**src/rtl/uart_rx_fifo_if.sv**
```systemverilog
// Receiver capture handshake plus host read port of uart_rx_fifo;
// master = receiver/host side, slave = FIFO side.
interface uart_rx_fifo_if;
    logic [7:0] rx_data;
    logic       rx_data_valid;
    logic       rx_framing_err;
    logic       rx_overrun;
    logic       host_ready;
    logic       clear_framing_err;
    logic [7:0] rd_data;
    logic       rd_err;
    logic       rd_valid;
    logic       rd_ready;

    modport master (
        output rx_data, rx_data_valid, rx_framing_err, rx_overrun, rd_ready,
        input  host_ready, clear_framing_err, rd_data, rd_err, rd_valid
    );

    modport slave (
        input  rx_data, rx_data_valid, rx_framing_err, rx_overrun, rd_ready,
        output host_ready, clear_framing_err, rd_data, rd_err, rd_valid
    );
endinterface

```
**src/rtl/uart_rx_fifo.sv**
```systemverilog
// FWFT receive byte FIFO behind the UART receiver; 1-cycle write-to-read, host_ready low only when full.
// UART_RX_FIFO_ERR_TAG_EN stores a framing-error tag per byte and pulses clear_framing_err on capture.
module uart_rx_fifo #(
    parameter int DEPTH       = 16,
    parameter int AFULL_LEVEL = 12
) (
    input  logic                   clk,
    input  logic                   rst_n,
    uart_rx_fifo_if.slave          rx,
    output logic [$clog2(DEPTH):0] count,
    output logic                   almost_full,
    output logic                   overrun_sticky,
    output logic [7:0]             overrun_events,
    input  logic                   status_clear
);
    localparam int AW = $clog2(DEPTH);
    localparam int CW = AW + 1;
`ifdef UART_RX_FIFO_ERR_TAG_EN
    localparam int EW = 9;
`else
    localparam int EW = 8;
`endif

    logic [EW-1:0] mem [DEPTH];
    logic [AW-1:0] wr_ptr;
    logic [AW-1:0] rd_ptr;
    logic [CW-1:0] count_nxt;
    logic [EW-1:0] wr_entry;
    logic [EW-1:0] head;
    logic          wr_en;
    logic          rd_en;
    logic          overrun_prev;
    logic          overrun_rise;

    assign rx.host_ready = (count != CW'(DEPTH));
    assign rx.rd_valid   = (count != '0);
    assign wr_en         = rx.rx_data_valid && rx.host_ready;
    assign rd_en         = rx.rd_valid && rx.rd_ready;

    // Gate the head with rd_valid so stale storage never shows after reset or drain.
    assign head          = rx.rd_valid ? mem[rd_ptr] : '0;
    assign rx.rd_data    = head[7:0];

`ifdef UART_RX_FIFO_ERR_TAG_EN
    assign wr_entry             = {rx.rx_framing_err, rx.rx_data};
    assign rx.rd_err            = head[8];
    assign rx.clear_framing_err = wr_en;
`else
    logic unused_framing;
    assign unused_framing       = rx.rx_framing_err;
    assign wr_entry             = rx.rx_data;
    assign rx.rd_err            = 1'b0;
    assign rx.clear_framing_err = 1'b0;
`endif

    always_comb begin
        count_nxt = count;
        case ({wr_en, rd_en})
            2'b10:   count_nxt = count + CW'(1);
            2'b01:   count_nxt = count - CW'(1);
            default: count_nxt = count;
        endcase
    end

    always_ff @(posedge clk or negedge rst_n) begin
        if (!rst_n) begin
            wr_ptr      <= '0;
            rd_ptr      <= '0;
            count       <= '0;
            almost_full <= 1'b0;
        end else begin
            if (wr_en) wr_ptr <= wr_ptr + AW'(1);
            if (rd_en) rd_ptr <= rd_ptr + AW'(1);
            count       <= count_nxt;
            almost_full <= (count_nxt >= CW'(AFULL_LEVEL));
        end
    end

    always_ff @(posedge clk) begin
        if (wr_en) mem[wr_ptr] <= wr_entry;
    end

    assign overrun_rise = rx.rx_overrun && !overrun_prev;

    // Set/increment takes priority over a coincident status_clear.
    always_ff @(posedge clk or negedge rst_n) begin
        if (!rst_n) begin
            overrun_prev   <= 1'b0;
            overrun_sticky <= 1'b0;
            overrun_events <= 8'd0;
        end else begin
            overrun_prev <= rx.rx_overrun;
            if (rx.rx_overrun)     overrun_sticky <= 1'b1;
            else if (status_clear) overrun_sticky <= 1'b0;
            if (overrun_rise) begin
                if (status_clear)                 overrun_events <= 8'd1;
                else if (overrun_events != 8'hFF) overrun_events <= overrun_events + 8'd1;
            end else if (status_clear) begin
                overrun_events <= 8'd0;
            end
        end
    end
endmodule

```
**src/flat_wrapper.sv**
```systemverilog
// flat-port wrapper written by rule: the top's interface ports become plain ports
module uart_rx_fifo_flat 
#(
    parameter int DEPTH       = 16,
    parameter int AFULL_LEVEL = 12
)
  (clk, rst_n, count, almost_full, overrun_sticky, overrun_events, status_clear, rx_rx_data, rx_rx_data_valid, rx_rx_framing_err, rx_rx_overrun, rx_rd_ready, rx_host_ready, rx_clear_framing_err, rx_rd_data, rx_rd_err, rx_rd_valid);
  uart_rx_fifo_if rx_i ();
  input  logic clk;
  input  logic rst_n;
  output logic [$clog2(DEPTH):0] count;
  output logic almost_full;
  output logic overrun_sticky;
  output logic [7:0] overrun_events;
  input  logic status_clear;
  input wire logic [$bits(rx_i.rx_data)-1:0] rx_rx_data;
  input wire logic [$bits(rx_i.rx_data_valid)-1:0] rx_rx_data_valid;
  input wire logic [$bits(rx_i.rx_framing_err)-1:0] rx_rx_framing_err;
  input wire logic [$bits(rx_i.rx_overrun)-1:0] rx_rx_overrun;
  input wire logic [$bits(rx_i.rd_ready)-1:0] rx_rd_ready;
  output wire logic [$bits(rx_i.host_ready)-1:0] rx_host_ready;
  output wire logic [$bits(rx_i.clear_framing_err)-1:0] rx_clear_framing_err;
  output wire logic [$bits(rx_i.rd_data)-1:0] rx_rd_data;
  output wire logic [$bits(rx_i.rd_err)-1:0] rx_rd_err;
  output wire logic [$bits(rx_i.rd_valid)-1:0] rx_rd_valid;
  assign rx_i.rx_data = rx_rx_data;
  assign rx_i.rx_data_valid = rx_rx_data_valid;
  assign rx_i.rx_framing_err = rx_rx_framing_err;
  assign rx_i.rx_overrun = rx_rx_overrun;
  assign rx_i.rd_ready = rx_rd_ready;
  assign rx_host_ready = rx_i.host_ready;
  assign rx_clear_framing_err = rx_i.clear_framing_err;
  assign rx_rd_data = rx_i.rd_data;
  assign rx_rd_err = rx_i.rd_err;
  assign rx_rd_valid = rx_i.rd_valid;
  uart_rx_fifo #(.DEPTH(DEPTH), .AFULL_LEVEL(AFULL_LEVEL)) u_core (.clk(clk), .rst_n(rst_n), .rx(rx_i), .count(count), .almost_full(almost_full), .overrun_sticky(overrun_sticky), .overrun_events(overrun_events), .status_clear(status_clear));
endmodule
```
**config.mk**
```make
export PLATFORM = sky130hd
export DESIGN_NAME = uart_rx_fifo_flat
export DESIGN_NICKNAME = d
export VERILOG_FILES = /design/src/rtl/uart_rx_fifo_if.sv /design/src/rtl/uart_rx_fifo.sv /design/src/flat_wrapper.sv
export SDC_FILE = /design/constraint.sdc
export NUM_CORES = 1
export LEC_CHECK = 0
export BUFFER_PORTS_ARGS = -buffer_cell sky130_fd_sc_hd__buf_2
export CAP_MARGIN = 20
export CORE_ASPECT_RATIO = 1.5
export CORE_MARGIN = 2
export CORE_UTILIZATION = 55
export DETAILED_ROUTE_END_ITERATION = 8
export GPL_TIMING_DRIVEN = 0
export HOLD_SLACK_MARGIN = 0.03
export PLACE_DENSITY = 0.71
export SLEW_MARGIN = 30
export SYNTH_ARGS = -nofsm -noshare
export SYNTH_HDL_FRONTEND = slang
export SYNTH_SLANG_ARGS = --single-unit
```
**constraint.sdc**
```tcl
create_clock -name clk -period 6.2 [get_ports clk]
set_input_delay 0.62 -clock clk [delete_from_list [all_inputs] [get_ports clk]]
set_output_delay 0.62 -clock clk [all_outputs]
set_load 0.01 [all_outputs]
```
==> flow_summary_export.csv <==
group,metric,value,unit
sta,worstMarginPinSlew,0.9707,ns
yosys,synth_top_area_cell,"edfxtp_1",
clocking,cts_tree,"built",
clocking,cts_resized,0,
yosys,syn_area,6253,µm²
setup_path,crit_slowest_cell,"buf_1",
setup_path,crit_required,5.58,ns
clocking,holdBufCountCts,0,
yosys,yosysWarnings,0,
power_and_ir_drop,powerDensity,459.0,nW/µm²
clocking,cts_buffer_depth,2,
yosys,seq_area_frac_synth,0.7107,
run_status,status,"complete, no violations",
drt,dr.first_iter.drc_count,212,
yosys,synth_most_common_cell,"edfxtp_1",
yosys,synth_top_area_share,0.6146,
place,io_buffer_count,37,
yosys,synth_cells,333,
drt,drc_errors,0,
setup_path,cp.arrival,2.90,ns
power_and_ir_drop,vdd_drop_max,288.4,µV
setup_path,setup.worst_path.class,"reg -> out",
setup_path,worstRegToRegCells,12,
floorplanning,rows,47,
yosys,ys_top_cells_by_area,"edfxtp_1 (61%), mux4_2 (14%), dfrtp_1 (9.6%), ha_1 (1.6%), xnor2_1 (1.4%)",
yosys,syn_avg_cell_area,18.78,µm²
drt,vias,3115,
setup_path,cpMostUsedCell,"mux4_2",
yosys,synth_cell_types,41,
global_route,grt-ovfl-total,0,
setup_path,cp_slowest_stage_delay,0.57,ns
yosys,yosys-top-cells-count,"edfxtp_1 (128), mux4_2 (40), dfrtp_1 (24), nor2_1 (20), nor2b_1 (12)",
setup_path,start_kind,"flop",
worst_hold_path,hold_path.class,"in -> async",
setup_path,cp_cell_sequence,"clkbuf_1 -> buf_1 -> mux4_2 -> mux4_2 -> nor2b_1 -> buf_2",
floorplanning,die_area,12260,µm²
layout,multiInputGateArea,1698,µm²
layout,fin_util,0.6523,
drt,avgRoutedWirePerCell,20.85,µm
global_route,first_global_vias,3260,
drt,ant_nets,0,
global_route,antenna_found_initial,0,
floorplanning,start_util,0.5656,
layout,register_area,4444,µm²
place,dp_hpwl,7.714,mm
sta,setup_viol,0,
sta,finalSetupTns,0,ns
setup_path,worstSetupEndpointType,"primary output",
drt,dr.pass1.iters,4,
sta,slew_violations,0,
global_route,track_usage,0.2047,
global_route,grt_first_pass_wirelength,18.11,mm
setup_path,reg2reg_to,"u_core.almost_full",
setup_path,crit_path_max_fanout,10,
drt,drt-total-wl,11.47,mm
floorplanning,io_pins,42,
floorplanning,core,11060,µm²
sta,rsz0062_at_grt,"no",
power_and_ir_drop,p_leak,2.514,nW
layout,fillers,806,
clocking,clockRootBuffer,"clkbuf_16",
clocking,cts_made_buffers,17,
sta,fin_skew,0.008973,ns
layout,nets,413,
clocking,cts_setup_buffers,0,
sta,fin_crit_sh,0.5677,
setup_path,reg2reg_slack,3.30,ns
setup_path,regToRegStartpoint,"u_core.count[2]",
layout,num_antenna_cells,0,
place,gp_congestion,0.7797,
floorplanning,die_x,91.07,µm
sta,max_freq,284.1,MHz
sta,period_needed,3.520,ns
clocking,insertion_delay,0.42,ns
layout,drive_above_1_share,0.2978,
yosys,ys.flop_type,"edfxtp_1",
layout,area_delta_synth_final,15.33,%
clocking,clock-sinks,152,
sta,worst_slew_margin_rel,0.3505,
yosys,async_flop_share,0.1579,
yosys,ys_ff_latch,152,
floorplanning,die_h,134.6,µm
job,maxCapViolations,0,
clocking,htree_num_levels,4,
clocking,clkTransAtPathRegs,0.06,ns
yosys,synth_edf_count,128,
sta,hold_viol,0,
drt,via_per_inst,5.664,
global_route,grt_max_degree,25,
-- cell families after synthesis --
family	share of synthesized area
AND/OR/NAND/NOR	0.05682
buffers and inverters	0.02161
adder cells (fa/ha/maj)	0.01601
other	0.0005997
AO/OA/AOI/OAI	0.01561
XOR/XNOR	0.02241
multiplexers	0.1563
flip-flops	0.7107
-- cells in the final DEF, fill, tap and decap left out, drive strengths merged, types with 2 or more instances in the layout --
master and instances:
a21oi 5, and2 2, and3 2, buf 50, clkbuf 33, clkinv 5
conb 2, dfrtp 24, edfxtp 128, ha 8, inv 7, mux2 2
mux2i 5, mux4 40, nand2 10, nand2b 4, nand4 5, nor2 20
nor2b 12, nor3 5, nor4 2, xnor2 10, xor2 6
-- metrics by stage --
| stage | hold slack, ns | worst slack [ns] | instances | total power, mW | cell area, µm² |
|---|---|---|---|---|---|
| global placement | 0.4690 | 3.082 | 518 | 2.349 | 6626 |
| floorplan | 0.3244 | 3.564 | 334 | 2.060 | 6257 |
| finish | 0.1850 | 2.680 | 550 | 3.311 | 7212 |
| detailed placement | 0.5041 | 3.059 | 518 | 2.378 | 6646 |
| global route | 0.2204 | 2.536 | 550 | 3.474 | 7212 |
| CTS | 0.1967 | 2.634 | 550 | 3.345 | 7212 |
-- where the power goes --
group	total (mW)	internal [mW]	switching [mW]
Sequential	1.30	1.25	0.0538
Combinational	1.04	0.500	0.541
Clock	0.968	0.596	0.372
Total	3.31	2.34	0.968
-- worst max path at each step --
stage	startpoint	endpoint	slack [ns]
floorplan	u_core.count[2]	u_core.almost_full	3.56
global placement	u_core.rd_ptr[1]	rx_rd_data[1]	3.08
detailed placement	u_core.rd_ptr[1]	rx_rd_data[4]	3.06
CTS	u_core.rd_ptr[1]	rx_rd_data[4]	2.63
global route	u_core.rd_ptr[1]	rx_rd_data[3]	2.54
finish	u_core.rd_ptr[1]	rx_rd_data[4]	2.68
-- registers in the layout, summed over array words and instances, names as in the netlist --
name / count
u_core.wr_ptr: 4
u_core.almost_full: 1
u_core.rd_ptr: 4
u_core.overrun_prev: 1
u_core.overrun_events: 8
u_core.mem: 128
u_core.count: 5
u_core.overrun_sticky: 1
-- area by class of cell --
type                            instances  area share
Clock buffer                           25     0.06888
Inverter                                7    0.003643
Timing Repair Buffer                   37     0.02568
Clock inverter                          7    0.009542
Multi-Input combinational cell        154      0.2354
Sequential cell                       152      0.6162
Tap cell                              147     0.02550
Buffer                                 21     0.01509
-- critical path: cells and delay by family (launching register included) --
| family | cells | cell delay (ns) |
|---|---|---|
| buffers and inverters | 3 | 1.05 |
| DFF | 1 | 0.35 |
| muxes | 2 | 0.93 |
| and+or+nand+nor | 1 | 0.16 |
-- per-layer routing --
layer | global-route usage | vias to the layer above | share of wire
li1 | - | 1416 | -
met1 | 0.2489 | 1594 | 0.39
met3 | 0.05357 | 18 | 0.042
met2 | 0.3494 | 87 | 0.54
met4 | 0.08586 | 0 | 0.027
met5 | 0 | - | 0
Note: power is estimated with default switching activity, not from simulation.
